==> config.mk <==
export PLATFORM = sky130hd
export DESIGN_NAME = ss_display_ctrl
export DESIGN_NICKNAME = d
export VERILOG_FILES = /design/src/rtl/ss_display_ctrl.sv
export SDC_FILE = /design/constraint.sdc
export NUM_CORES = 1
export LEC_CHECK = 0
export CAP_MARGIN = 20
export CORE_ASPECT_RATIO = 0.8
export CORE_MARGIN = 3
export CORE_UTILIZATION = 47
export CTS_CLUSTER_SIZE = 30
export DETAILED_ROUTE_END_ITERATION = 10
export PLACE_DENSITY_LB_ADDON = 0.08
export SYNTH_ARGS = -nofsm -noshare
export SYNTH_HDL_FRONTEND = slang
export SYNTH_SLANG_ARGS = --single-unit
==> constraint.sdc <==
create_clock -name clk -period 6.55 [get_ports clk]
set_input_delay 1.31 -clock clk [delete_from_list [all_inputs] [get_ports clk]]
set_output_delay 1.31 -clock clk [all_outputs]
set_load 0.05 [all_outputs]
==> src/rtl/ss_display_ctrl.sv <==
// Scan controller and source arbiter for an 8-digit multiplexed 7-segment display.
// Live data is shown by default; a message preempts it for a fixed number of frames.
module ss_display_ctrl #(
   parameter int REFRESH_DIV = 12500,
   parameter int HOLD_FRAMES = 1000
) (
   input  logic        clk,
   input  logic        rst_n,
   input  logic [3:0]  bright,
   input  logic        blank_lz,
   input  logic [31:0] live_bcd,
   input  logic [7:0]  live_dots,
   input  logic        msg_req,
   input  logic [31:0] msg_bcd,
   input  logic [7:0]  msg_dots,
   output logic        msg_ack,
   output logic        msg_busy,
   output logic        frame_tick,
   output logic [7:0]  ss_value,
   output logic [7:0]  ss_select
);

   localparam int SUB = REFRESH_DIV / 16;
   localparam int PW  = $clog2(REFRESH_DIV);
   localparam logic [PW-1:0] P_LAST = PW'(REFRESH_DIV - 1);

   typedef enum logic [1:0] {LIVE, MSG_PEND, MSG_SHOW} state_t;

   state_t        state, state_nx;
   logic [15:0]   hold, hold_nx;
   logic [PW-1:0] prescaler;
   logic [2:0]    digit;
   logic          slot_end, frame_end, take, snap_msg, lit, blanked;
   logic [31:0]   buf_bcd, snap_bcd;
   logic [7:0]    buf_dots, snap_dots;
   logic [8:0]    lz;
   logic [3:0]    cur_nib;
   logic          cur_dot;

   // Active-low {g,f,e,d,c,b,a} pattern; codes 10..15 render as hex A..F.
   function automatic logic [6:0] bcd_to_ss(input logic [3:0] code);
      logic [6:0] on;
      case (code)
         4'h0: on = 7'h3F;  4'h1: on = 7'h06;  4'h2: on = 7'h5B;  4'h3: on = 7'h4F;
         4'h4: on = 7'h66;  4'h5: on = 7'h6D;  4'h6: on = 7'h7D;  4'h7: on = 7'h07;
         4'h8: on = 7'h7F;  4'h9: on = 7'h6F;  4'hA: on = 7'h77;  4'hB: on = 7'h7C;
         4'hC: on = 7'h39;  4'hD: on = 7'h5E;  4'hE: on = 7'h79;  default: on = 7'h71;
      endcase
      return ~on;
   endfunction

   assign slot_end   = (prescaler == P_LAST);
   assign frame_end  = slot_end && (digit == 3'd7);
   assign frame_tick = frame_end;
   assign msg_busy   = (state != LIVE);
   // The cycle right after an ack ignores the still-high request.
   assign take       = msg_req && !msg_ack;

   always_ff @(posedge clk or negedge rst_n) begin
      if (!rst_n) begin
         prescaler <= '0;
         digit     <= 3'd0;
      end else begin
         prescaler <= slot_end ? '0 : prescaler + 1'b1;
         if (slot_end) digit <= digit + 3'd1;
      end
   end

   always_ff @(posedge clk or negedge rst_n) begin
      if (!rst_n) begin
         state <= LIVE;
         hold  <= 16'd0;
      end else begin
         state <= state_nx;
         hold  <= hold_nx;
      end
   end

   // snap_msg: on a frame boundary, reload from the message buffer rather than live data.
   always_comb begin
      state_nx = state;
      hold_nx  = hold;
      snap_msg = 1'b0;
      case (state)
         LIVE: begin
            if (take) state_nx = MSG_PEND;
         end
         MSG_PEND: begin
            snap_msg = 1'b1;
            if (!take && frame_end) begin
               state_nx = MSG_SHOW;
               hold_nx  = 16'(HOLD_FRAMES);
            end
         end
         MSG_SHOW: begin
            snap_msg = take || (hold != 16'd1);
            if (take) begin
               state_nx = MSG_PEND;
            end else if (frame_end) begin
               if (hold == 16'd1) state_nx = LIVE;
               else               hold_nx  = hold - 16'd1;
            end
         end
         default: state_nx = LIVE;
      endcase
   end

   always_ff @(posedge clk) begin
      if (take) begin
         buf_bcd  <= msg_bcd;
         buf_dots <= msg_dots;
      end
   end

   always_ff @(posedge clk or negedge rst_n) begin
      if (!rst_n) begin
         snap_bcd  <= 32'd0;
         snap_dots <= 8'd0;
      end else if (frame_end) begin
         snap_bcd  <= snap_msg ? buf_bcd  : live_bcd;
         snap_dots <= snap_msg ? buf_dots : live_dots;
      end
   end

   // lz[i]: digit i and every digit above it are zero with no DP set.
   always_comb begin : lz_scan
      logic run;
      run = 1'b1;
      lz  = '0;
      lz[8] = 1'b1;
      for (int i = 7; i >= 0; i--) begin
         run   = run && (snap_bcd[4*i +: 4] == 4'd0) && !snap_dots[i];
         lz[i] = run;
      end
   end

   assign cur_nib = snap_bcd[{digit, 2'b00} +: 4];
   assign cur_dot = snap_dots[digit];
   assign blanked = blank_lz && (digit != 3'd0) && lz[digit];
   assign lit     = 32'(prescaler) < (32'(bright) + 32'd1) * 32'(SUB);

   // Output register stage
   always_ff @(posedge clk or negedge rst_n) begin
      if (!rst_n) begin
         ss_select <= 8'hFF;
         ss_value  <= 8'hFF;
         msg_ack   <= 1'b0;
      end else begin
         ss_select <= lit ? ~(8'd1 << digit) : 8'hFF;
         ss_value  <= (!lit || blanked) ? 8'hFF : {~cur_dot, bcd_to_ss(cur_nib)};
         msg_ack   <= take;
      end
   end

endmodule

==> results of run 1 <==
==> power groups by stage <==
stage	clock, mW	sequential (mW)	combinational [mW]
global placement	0	0.926	0.679
CTS	0.915	0.913	0.701
detailed placement	0	0.929	0.695
finish	0.897	0.914	0.695
global route	0.950	0.918	0.772
floorplan	0	0.928	0.487
==> state kept, by name, summed over array words and instances, names as in the netlist <==
signal,cells
buf_dots,8
ss_value,8
snap_dots,8
snap_bcd,32
buf_bcd,32
msg_ack,1
hold,16
prescaler,14
digit,3
ss_select,8
state,2
==> per-layer routing <==
metal | global-route usage | vias up | share of wire
met5 | 0 | - | 0
met4 | 0.04475 | 0 | 0.0080
met3 | 0.05727 | 11 | 0.051
met2 | 0.3129 | 146 | 0.45
met1 | 0.3139 | 2735 | 0.49
li1 | - | 2629 | -
==> what timing repair did <==
action / CTS / global route
resized for setup: 0 / 0
hold buffers: 0 / 0
buffers inserted: 0 / 1
endpoints found under the setup margin: 0 / 15
==> layout make-up <==
cell class                      count  area [µm²]
Clock buffer                       20       456.7
Tap cell                          205       256.5
Fill cell                        1157        5584
Sequential cell                   132        3523
Inverter                           24       90.09
Timing Repair Buffer              113        1144
Clock inverter                     12       105.1
Multi-Input combinational cell    474        3528
==> per-stage QoR <==
stage / hold slack [ns] / setup slack [ns] / instances / util
floorplan: 0.4576 / 1.117 / 653 / -
global placement: 0.4908 / 0.3097 / 946 / 0.5783
detailed placement: 0.4993 / 0.02999 / 946 / 0.5783
CTS: 0.5121 / 0.4418 / 978 / 0.6166
global route: 0.5308 / 0.1580 / 980 / 0.6198
finish: 0.5102 / 0.6604 / 980 / 0.6198
==> path summary, 6_finish.rpt <==
path | cells past startpoint | from | to
setup / recovery | 21 | bright[0] | ss_value[2]
hold / removal | 2 | snap_bcd[11] | snap_bcd[11]
setup reg to reg | 9 | digit[0] | hold[10]
hold reg to reg | 2 | snap_bcd[11] | snap_bcd[11]
max in group asynchronous | 2 | rst_n | prescaler[0]
min in group asynchronous | 1 | rst_n | ss_select[2]
==> cell families (layout without fill, tap and decap cells) <==
group	after synthesis	count (layout)	synth area share
compound gates	129	129	0.1085
xor+xnor	25	25	0.03028
fa+ha+maj	61	61	0.1066
buf+inv	47	169	0.02751
flops	132	132	0.4872
mux	57	57	0.09654
simple gates	202	202	0.1434
==> critical path: stages <==
cell,delay (ns)
clkdlybuf4s50_1,0.58
ha_1,0.21
xor2_1,0.34
ha_1,0.33
ha_1,0.30
ha_1,0.29
ha_1,0.35
nor2b_1,0.15
o21ai_0,0.22
a21o_1,0.17
a21boi_0,0.12
o41ai_1,0.33
xor2_1,0.22
ha_1,0.27
o21ai_0,0.19
a21oi_1,0.07
nor4_1,0.17
o31ai_1,0.12
nand4_1,0.16
buf_12,0.15
o2111ai_1,0.12
==> layout by cell type, fill, tap and decap left out, types with 8 or more instances in the layout <==
cell type	instances
nand2_1	71
nand4_1	8
or3_1	8
xor2_1	11
clkdlybuf4s50_1	105
xnor2_1	14
nor2_1	30
dfrtp_1	76
nand3_1	21
a21oi_1	22
clkbuf_16	17
edfxtp_1	40
or4_1	13
mux2i_1	45
ha_1	60
nor3_1	10
mux4_2	10
dfstp_2	16
inv_1	23
o21ai_0	62
==> summary.md, run 1 <==
| Metric | Value |
|---|---|
| Arr. time, crit path | slightly above 6 ns |
| First-pass GRT wire length | 27.81 mm |
| Clock Latency Late Sink | 0.42 ns |
| Largest area contributor in the netlist | dfrtp_1 |
| Final hold violations | 0 |
| CTS sink cnt | 132 |
| P_int | between 1.5 and 2 mW |
| CP Capture Type | flip-flop |
| Clock Root Buffer | clkbuf_16 |
| Max Slew Vio Count | 0 |
| Unrepaired setup endpoints after global routing | no |
| Layout Nets | 911 |
| Period utilization | 0.8992 |
| TritonCTS clock tree | done |
| Total grt overflow | 0 |
| Post-layout min period | 5.890 ns |
| Post-route DRC | 0 |
| GR Util All Layers | 0.2112 |
| Most frequent cells after synthesis | dfrtp_1 (76), nand2_1 (71), o21ai_0 (62), ha_1 (60), mux2i_1 (45) |
| Class of the tightest hold or removal check | flip-flop to flip-flop |
| Crit Path Class | input port to flip-flop |
| DR pass1 iterations | 4 |
| WL/cell | around 17 µm |
| Synth cell types | between 60 and 70 |
| Area growth syn-to-layout | 25.88% |
| Post-Place Cell Area | 8494 µm² |
| Yosys warning total | 0 |
| CP Launch Type | input port |
| Most frequent cell after synthesis | dfrtp_1 |
| Sw Share | 0.3125 |
| Input/output buffers | 106 |
| # rows | 39 |
| Max Fclk | 169.8 MHz |
| Routed WL | between 15 and 20 mm |
| RePlAce Congestion | a little under 0.9 |
| Final setup fails | 0 |
| Skew final | 0.01123 ns |
| Post-synth EDFFs | 40 |
| Total power | 2.505 mW |
| Slew margin rel. | 0.3454 |
| Clk slew on worst S/H paths | 0.06 ns |
| Peak supply drop | 0.0001988 V |
| Worst slew pin tran | 0.9819 ns |
| Layout cells sized above 1 | 0.09806 |
| Post-synthesis sequential area ratio | 0.4872 |
| Status | complete, no violations |
| Iteration-0 DRC Markers | 304 |
| H-Tree Depth | 4 |
| Cells after Synth | 653 |
| Reg2reg setup slack | 3.21 ns |
| Final instance area | 9104 µm² |
| Pin count of the biggest net entering global routing | 77 |
| Initial core utilization | 0.4924 |
| Worst EP required | between 6 and 7 ns |
| Vias | 5521 |
| HPWL after DPL | 12.47 mm |
| CTS buffer count | 17 |
| Total leakage power | ~3.7 nW |
| Die extent in x | 144.7 µm |
| PD cells | 275.2 nW/µm² |
| Worst Path Max Fanout | 16 |
| Core Footprint | 14690 µm² |
| Area fraction of the dominant cell type after synthesis | 0.2630 |
| Area of the die | 16920 µm² |
| Setup tns final | 0 ns |
| Syn_nets | 802 |
| Register share of total power | 0.365 |
| Psw | 782.8 µW |
| Synth Flop Type | dfrtp_1 |
| Clk pwr share | 0.358 |
| Top cells by area, synth | dfrtp_1 (26%), edfxtp_1 (17%), ha_1 (10%) |
| Ports | 107 |
| Vias in the first global route | between 5000 and 6000 |
| Post-route antenna net violation count | 0 |
| Number of synthesized register bits | 132 |
| Initial antenna violation count | 0 |
| Cell Area, Synth | 7232 µm² |
| Die height | roughly 120 µm |
| ANT cells | 0 |
| Clk buf depth | 2 |
| Avg Cell Area, Syn | between 10 and 15 µm² |
| Async SR Flop Fraction | 0.6970 |
| Comb pwr share | 0.277 |
| Max_cap viols | 0 |
| Vias per cell | roughly 5.6 |
No activity file was read; power rests on OpenSTA's default activity.
==> inputs of run 2 (changes only) <==
--- a/config.mk
+++ b/config.mk
@@ -5,10 +5,12 @@
 export SDC_FILE = /design/constraint.sdc
 export NUM_CORES = 1
 export LEC_CHECK = 0
+export ABC_AREA = 1
 export CAP_MARGIN = 20
 export CORE_ASPECT_RATIO = 0.8
 export CORE_MARGIN = 3
 export CORE_UTILIZATION = 47
+export CTS_CLUSTER_DIAMETER = 50
 export CTS_CLUSTER_SIZE = 30
 export DETAILED_ROUTE_END_ITERATION = 10
 export PLACE_DENSITY_LB_ADDON = 0.08
==> run 2 against run 1 <==
  * Setup slack better by 0.34 ns
  * Synthesized area rose by 9.7%
  * Sequential share of layout area is 2.4 points lower
  * Hold slack worse by 0.023 ns
  * Maximum frequency increased by 6.2%
  * Total power increased by 6.7%
  * Combinational power grew 12%
  * Critical path type unchanged
  * Largest power group unchanged
  * Highest routed layer unchanged
==> summary.md, run 2 <==
| Metric | Value |
|---|---|
| CP Capture Type | flip-flop |
| WL/cell | 14.10 µm (-18%) |
| Reg2reg setup slack | 3.45 ns (+0.24 ns) |
| Worst Path Max Fanout | 16 (unchanged) |
| Vias in the first global route | 6224 (+14%) |
| Total grt overflow | 0 (unchanged) |
| Synth Flop Type | dfrtp_1 |
| Most frequent cell after synthesis | nand2_1 |
| Vias per cell | 4.965 (-12%) |
| CP Launch Type | input port |
| Synth cell types | 40 (-34%) |
| H-Tree Depth | 4 (unchanged) |
| Post-synth EDFFs | 40 (unchanged) |
| CTS buffer count | 17 (unchanged) |
| Max_cap viols | 0 (unchanged) |
| WHS Path Cells | 1 (-1) |
| Post-route DRC | 0 (unchanged) |
| Cts hold-fix bufs | 0 (unchanged) |
| Layout cells sized above 1 | 0.08493 (-0.01313) |
| Final worst slack | 1.003 ns (+0.3429 ns) |
| Vias | 6504 (+18%) |
| Final hold violations | 0 (unchanged) |
| Finished Core Util | 0.6007 (-0.01912) |
| Arr. time, crit path | 5.87 ns (-0.34 ns) |
| Post-synthesis sequential area ratio | 0.4440 (-0.04324) |
| Clk slew on worst S/H paths | 0.06 ns (about the same) |
| Initial core utilization | 0.4911 (-0.001241) |
| FF-to-FF Start | digit[0] |
| Core Footprint | 16160 µm² (+10%) |
| Largest area contributor in the netlist | dfrtp_1 |
| Avg Cell Area, Syn | 8.082 µm² (-27%) |
| Layout Nets | 1231 (+35%) |
| ANT cells | 0 (unchanged) |
| Input/output buffers | 106 (unchanged) |
| Initial antenna violation count | 0 (unchanged) |
| Commonest cells after routing, fill and taps aside | nand2_1 (268), inv_1 (125), nor2_1 (106) |
| Syn_nets | 1131 (+41%) |
| Routed WL | 18.47 mm (+9.1%) |
| Leading registers by flop count | buf_bcd: 32 flops, snap_bcd: 32 flops, hold: 16 flops |
| Setup tns final | 0 ns (unchanged) |
| Die extent in x | 151.3 µm (+4.6%) |
| Worst EP required | 6.88 ns (about the same) |
| CTS sink cnt | 132 (unchanged) |
| PD cells | 275.2 nW/µm² (about the same) |
| Min-delay src | prescaler[0] |
| # rows | 41 (+5.1%) |
| Top cells by area, synth | dfrtp_1 (24%), edfxtp_1 (15%), nand2_1 (13%) |
| GR Util All Layers | 0.2126 (+0.001371) |
| HPWL after DPL | 13.23 mm (+6.1%) |
| Final setup fails | 0 (unchanged) |
| Setup WS pre-CTS | 0.5828 ns (+0.5528 ns) |
| Commonest non-fill, non-tap cell in the layout | nand2_1 |
| Clock Latency Late Sink | 0.42 ns (about the same) |
| Max Fclk | 180.3 MHz (+6.2%) |
| First-pass GRT wire length | 31.15 mm (+12%) |
| Iteration-0 DRC Markers | 576 (+89%) |
| Area of the die | 18490 µm² (+9.3%) |
| Post-layout min period | 5.547 ns (-0.3429 ns) |
| Area growth syn-to-layout | 22.31% |
| Cells after Synth | 982 (+50%) |
| Unrepaired setup endpoints after global routing | no |
| Total leakage power | 4.652 nW (+26%) |
| Worst slew pin tran | 1.040 ns (+0.05820 ns) |
| Status | complete, no violations |
| Async SR Flop Fraction | 0.6970 (unchanged) |
| Hold path endpoint | prescaler[0] |
| Ports | 107 (unchanged) |
| Slew margin rel. | 0.3066 (-0.03880) |
| Class of the tightest hold or removal check | flip-flop to flip-flop |
| Max Slew Vio Count | 0 (unchanged) |
| Clk buf depth | 2 (unchanged) |
| Period utilization | 0.8468 (-0.05235) |
| Most frequent cells after synthesis | nand2_1 (269), inv_1 (125), nor2_1 (106), dfrtp_1 (76), ha_1 (60) |
| Die height | 122.2 µm (+4.5%) |
| Peak supply drop | 0.0003220 V (+62%) |
| Cell Area, Synth | 7936 µm² (+9.7%) |
| DR pass1 iterations | 5 (+1) |
| Post-route antenna net violation count | 0 (unchanged) |
| Number of synthesized register bits | 132 (unchanged) |
| RePlAce Congestion | 0.9267 (+4.9%) |
| Reg2Reg Depth | 8 (-1) |
| TritonCTS clock tree | done |
| Post-CTS setup buffer count | 0 (unchanged) |
| Pin count of the biggest net entering global routing | 81 (+5.2%) |
| Skew final | 0.01246 ns (+0.001234 ns) |
| Number of gates resized after cts | 0 (unchanged) |
| Clock Root Buffer | clkbuf_16 |
| Crit Path Class | input port to flip-flop |
| Yosys warning total | 0 (unchanged) |
| Area fraction of the dominant cell type after synthesis | 0.2396 (-0.02334) |
| FF-to-FF End | hold[10] |
-- run 2: worst max path at each step --
stage / from / to / slack (ns) / cells past startpoint
2_1_floorplan: bright[0] / ss_value[0] / 1.57 / 23
3_3_place_gp: bright[0] / ss_value[5] / 0.66 / 23
3_5_place_dp: bright[0] / ss_value[7] / 0.58 / 23
4_1_cts: bright[0] / ss_value[7] / 0.99 / 23
5_1_grt: bright[0] / ss_value[7] / 0.48 / 23
6_report: bright[0] / ss_value[7] / 1.00 / 23
-- run 2: report_power, final --
part           internal (mW)  total [mW]  switching, mW
clock network          0.540       0.941          0.401
logic                  0.279       0.777          0.498
registers              0.908       0.954         0.0465
total                   1.73        2.67          0.945
-- run 2: area by class of cell --
cell class	count	area (µm²)
Sequential cell	132	3523
Tap cell	215	269.0
Multi-Input combinational cell	692	3754
Clock inverter	15	158.9
Fill cell	1455	6452
Inverter	128	480.5
Timing Repair Buffer	111	1096
Clock buffer	17	425.4
-- run 2: logic make-up after synthesis --
logic type	count (synthesis)	share of synthesized area
AO/OA/AOI/OAI	138	0.1009
XOR/XNOR	21	0.02318
adder cells (fa/ha/maj)	61	0.09712
buffers and inverters	158	0.08403
flip-flops	132	0.4440
AND/OR/NAND/NOR	472	0.2508
-- run 2: layer usage --
layer | wire, µm | global-route usage
met1 | 9524 | 0.3308
met2 | 7529 | 0.2995
met3 | 1207 | 0.04873
met4 | 211 | 0.05040
met5 | 0 | 0
-- run 2: metrics by stage --
| step | hold slack, ns | std cells | total power [mW] | instance area (µm²) |
|---|---|---|---|---|
| 2_1_floorplan | 0.4536 | 982 | 1.574 | 7936 |
| 3_3_place_gp | 0.4791 | 1278 | 1.737 | 9123 |
| 3_5_place_dp | 0.4773 | 1278 | 1.744 | 9123 |
| 4_1_cts | 0.4855 | 1310 | 2.694 | 9707 |
| 5_1_grt | 0.5026 | 1310 | 2.853 | 9707 |
| 6_report | 0.4871 | 1310 | 2.672 | 9707 |
-- run 2: critical path, stage by stage --
cell and delay (ns):
clkdlybuf4s50_1 0.57, ha_1 0.21, xor2_1 0.37, ha_1 0.31, ha_1 0.27, ha_1 0.30, inv_1 0.06, fa_1 0.46
o21ai_0 0.37, a21oi_1 0.11, o21ai_0 0.20, xor2_1 0.18, ha_1 0.25, nand2_1 0.07, nor2_1 0.05, nor3_1 0.13
nand2_1 0.07, nand2_1 0.05, nand2_1 0.05, nand2_1 0.06, nand2_1 0.05, nand2_2 0.23, nand3_1 0.13
==> inputs of run 3 (changes only) <==
==> constraint.sdc (replaced) <==
create_clock -name clk -period 4.6 [get_ports clk]
set_input_delay 0.92 -clock clk [delete_from_list [all_inputs] [get_ports clk]]
set_output_delay 0.92 -clock clk [all_outputs]
set_load 0.05 [all_outputs]
==> run 3 against run 2 <==
  * Register-to-register slack got worse by 1.5 ns
  * Via count rose by 2.5%
  * Final cell count grew 2.2%
  * Clock power is 46% higher
  * Critical path type unchanged
  * Critical endpoint is now ss_value[2]
  * Largest cell class unchanged
==> summary.md, run 3 (same netlist as run 2, synthesis figures left out) <==
| Metric | Value |
|---|---|
| Status | complete, no violations |
| Psw | 1.357 mW (+44%) |
| Die extent in x | 151.3 µm (unchanged) |
| DR pass1 iterations | 5 (unchanged) |
| CTS buffer count | 17 (unchanged) |
| Slowest CP cell | clkdlybuf4s50_1 |
| Max_cap viols | 0 (unchanged) |
| CP Capture Type | flip-flop |
| CTS sink cnt | 132 (unchanged) |
| # rows | 41 (unchanged) |
| Total power | 3.917 mW (+47%) |
| Layout Nets | 1260 (+2.4%) |
| Total leakage power | 4.823 nW (+3.7%) |
| First-pass GRT wire length | 31.59 mm (+1.4%) |
| Iteration-0 DRC Markers | 510 (-11%) |
| Clk pwr share | 0.349 (-0.003) |
| Pin count of the biggest net entering global routing | 81 (unchanged) |
| Max Slew Vio Count | 0 (unchanged) |
| WL/cell | 14.28 µm (+1.3%) |
| Peak supply drop | 0.0003858 V (+20%) |
| H-Tree Depth | 4 (unchanged) |
| Clock Root Buffer | clkbuf_16 |
| Vias in the first global route | 6316 (+1.5%) |
| Finished Core Util | 0.6230 (+0.02230) |
| FF-to-FF Start | digit[1] |
| GR Util All Layers | 0.2157 (+0.003080) |
| Clk buf depth | 2 (unchanged) |
| Min-delay src | snap_bcd[18] |
| Clk slew on worst S/H paths | 0.06 ns (about the same) |
| Vias per cell | 4.980 (+0.30%) |
| Area of the die | 18490 µm² (unchanged) |
| Slowest stage delay, CP | 0.49 ns (-0.08 ns) |
| Leading registers by flop count | buf_bcd: 32 flops, snap_bcd: 32 flops, hold: 16 flops |
| Commonest cells after routing, fill and taps aside | nand2_1 (267), inv_1 (124), nor2_1 (104) |
| Final instance area | 10070 µm² (+3.7%) |
| CP Buf/Inv Count | 4 (+2) |
| Unrepaired setup endpoints after global routing | no |
| Layout cells sized above 1 | 0.1228 (+0.03784) |
| Input/output buffers | 106 (unchanged) |
| Initial core utilization | 0.4911 (unchanged) |
| Sw Share | 0.3465 (-0.007361) |
| Max Fclk | 231.6 MHz |
| TritonCTS clock tree | done |
| P_int | 2.560 mW (+48%) |
| Post-Place Cell Area | 9318 µm² (+2.1%) |
| Critical Path Stages | 24 (+4.3%) |
| Final setup fails | 0 (unchanged) |
| Period utilization | 0.9388 |
| Worst slew pin tran | 0.9241 ns (-0.1160 ns) |
| Cell chain of the critical path | clkdlybuf4s50_1 -> xor2_1 -> inv_2 -> ha_1 -> ha_4 -> ha_4 -> ha_4 -> buf_4 -> nand2_1 -> o21ai_1 -> xnor2_1 -> ha_1 -> nand2_1 -> inv_1 -> a21oi_1 -> nand2_1 -> nand2_1 -> nand2_1 -> nand2_1 -> nand2_1 -> nand2_1 -> nand2_2 -> nand2_4 -> nand3_1 |
| Setup tns final | 0 ns (unchanged) |
| Post-route antenna net violation count | 0 (unchanged) |
| Crit Path Class | input port to flip-flop |
| Final hold violations | 0 (unchanged) |
| Commonest non-fill, non-tap cell in the layout | nand2_1 |
| WHS Path Cells | 2 (+1) |
| Die height | 122.2 µm (unchanged) |
| Class of the tightest hold or removal check | flip-flop to flip-flop |
| CP most frequent cell | nand2_1 |
| Worst hold slack | 0.4927 ns (+0.005663 ns) |
| Area growth syn-to-layout | 26.85% |
| Ports | 107 (unchanged) |
| Comb pwr share | 0.305 (+0.014) |
| Total grt overflow | 0 (unchanged) |
| Post-layout min period | between 4 and 5 ns |
| Launch point of the critical path | bright[3] |
| Clock Latency Late Sink | 0.42 ns (about the same) |
| Register share of total power | 0.347 (-0.010) |
| RePlAce Congestion | 0.9049 (-2.4%) |
| Skew final | 0.008264 ns (-0.004198 ns) |
| Routed WL | 19.12 mm (+3.5%) |
| Initial antenna violation count | 0 (unchanged) |
| CP Launch Type | input port |
| Post-route DRC | 0 (unchanged) |
| PD cells | 389.1 nW/µm² (+41%) |
| Worst EP required | 4.92 ns (-1.96 ns) |
| Worst Path Max Fanout | 8 (-8) |
| Reg2reg setup slack | 1.91 ns (-1.54 ns) |
| Slew margin rel. | 0.3788 (+0.07221) |
| Arr. time, crit path | 4.64 ns (-1.23 ns) |
| CP top delay family | adder cells |
| Vias | 6668 (+2.5%) |
| HPWL after DPL | 13.64 mm (+3.1%) |
| ANT cells | 0 (unchanged) |
| Reg2Reg Depth | 8 (unchanged) |
| Core Footprint | 16160 µm² (unchanged) |
## run 3: changes by cell type in the layout (fill, tap and decap cells not counted), moves of 4 or more
cell,change
ha_1,-7
buf_4,+28
o21ai_0,-4
ha_4,+7
## run 3: area by class of cell
cell class                      count  area [µm²]
Multi-Input combinational cell    693        3886
Fill cell                        1430        6092
Tap cell                          215       269.0
Inverter                          128       480.5
Sequential cell                   132        3523
Clock inverter                     15       168.9
Timing Repair Buffer              139        1314
Clock buffer                       17       425.4
## run 3: repair_timing
action / CTS / global route
pin swaps: 1 / 5
endpoints found under the setup margin: 16 / 16
gates cloned: 1 / 0
buffers inserted: 0 / 2
gates resized for setup: 6 / 20
hold buffers: 0 / 0
## run 3: worst paths after layout
check	endpoint
min in group asynchronous	prescaler[9]
max reg2reg	hold[1]
min	snap_bcd[18]
max in group asynchronous	snap_bcd[9]
max	ss_value[2]
min reg2reg	snap_bcd[18]
## run 3: worst min-delay path: cells and delay by family (launching register included)
kind,cells,cell delay (ns)
compound gates,1,0.06
flops,1,0.34
simple gates,1,0.06
## run 3: power groups by stage
stage	logic, mW	clock network, mW	registers [mW]
final	1.19	1.37	1.36
after global routing	1.36	1.44	1.37
after CTS	1.16	1.38	1.36
after detailed placement	1.15	0	1.38
after global placement	1.13	0	1.38
after floorplan	0.867	0	1.37
## run 3: layer usage
layer / global-route usage / part of all wire
met1: 0.3371 / 0.51
met2: 0.3006 / 0.41
met3: 0.05279 / 0.064
met4: 0.04926 / 0.011
met5: 0 / 0
## run 3: metrics by stage
step	worst slack [ns]	std cells
final	0.2814	1339
after global routing	0.03676	1339
after CTS	0.002352	1337
after detailed placement	-0.5962	1304
after global placement	-0.4844	1304
after floorplan	0.009773	982
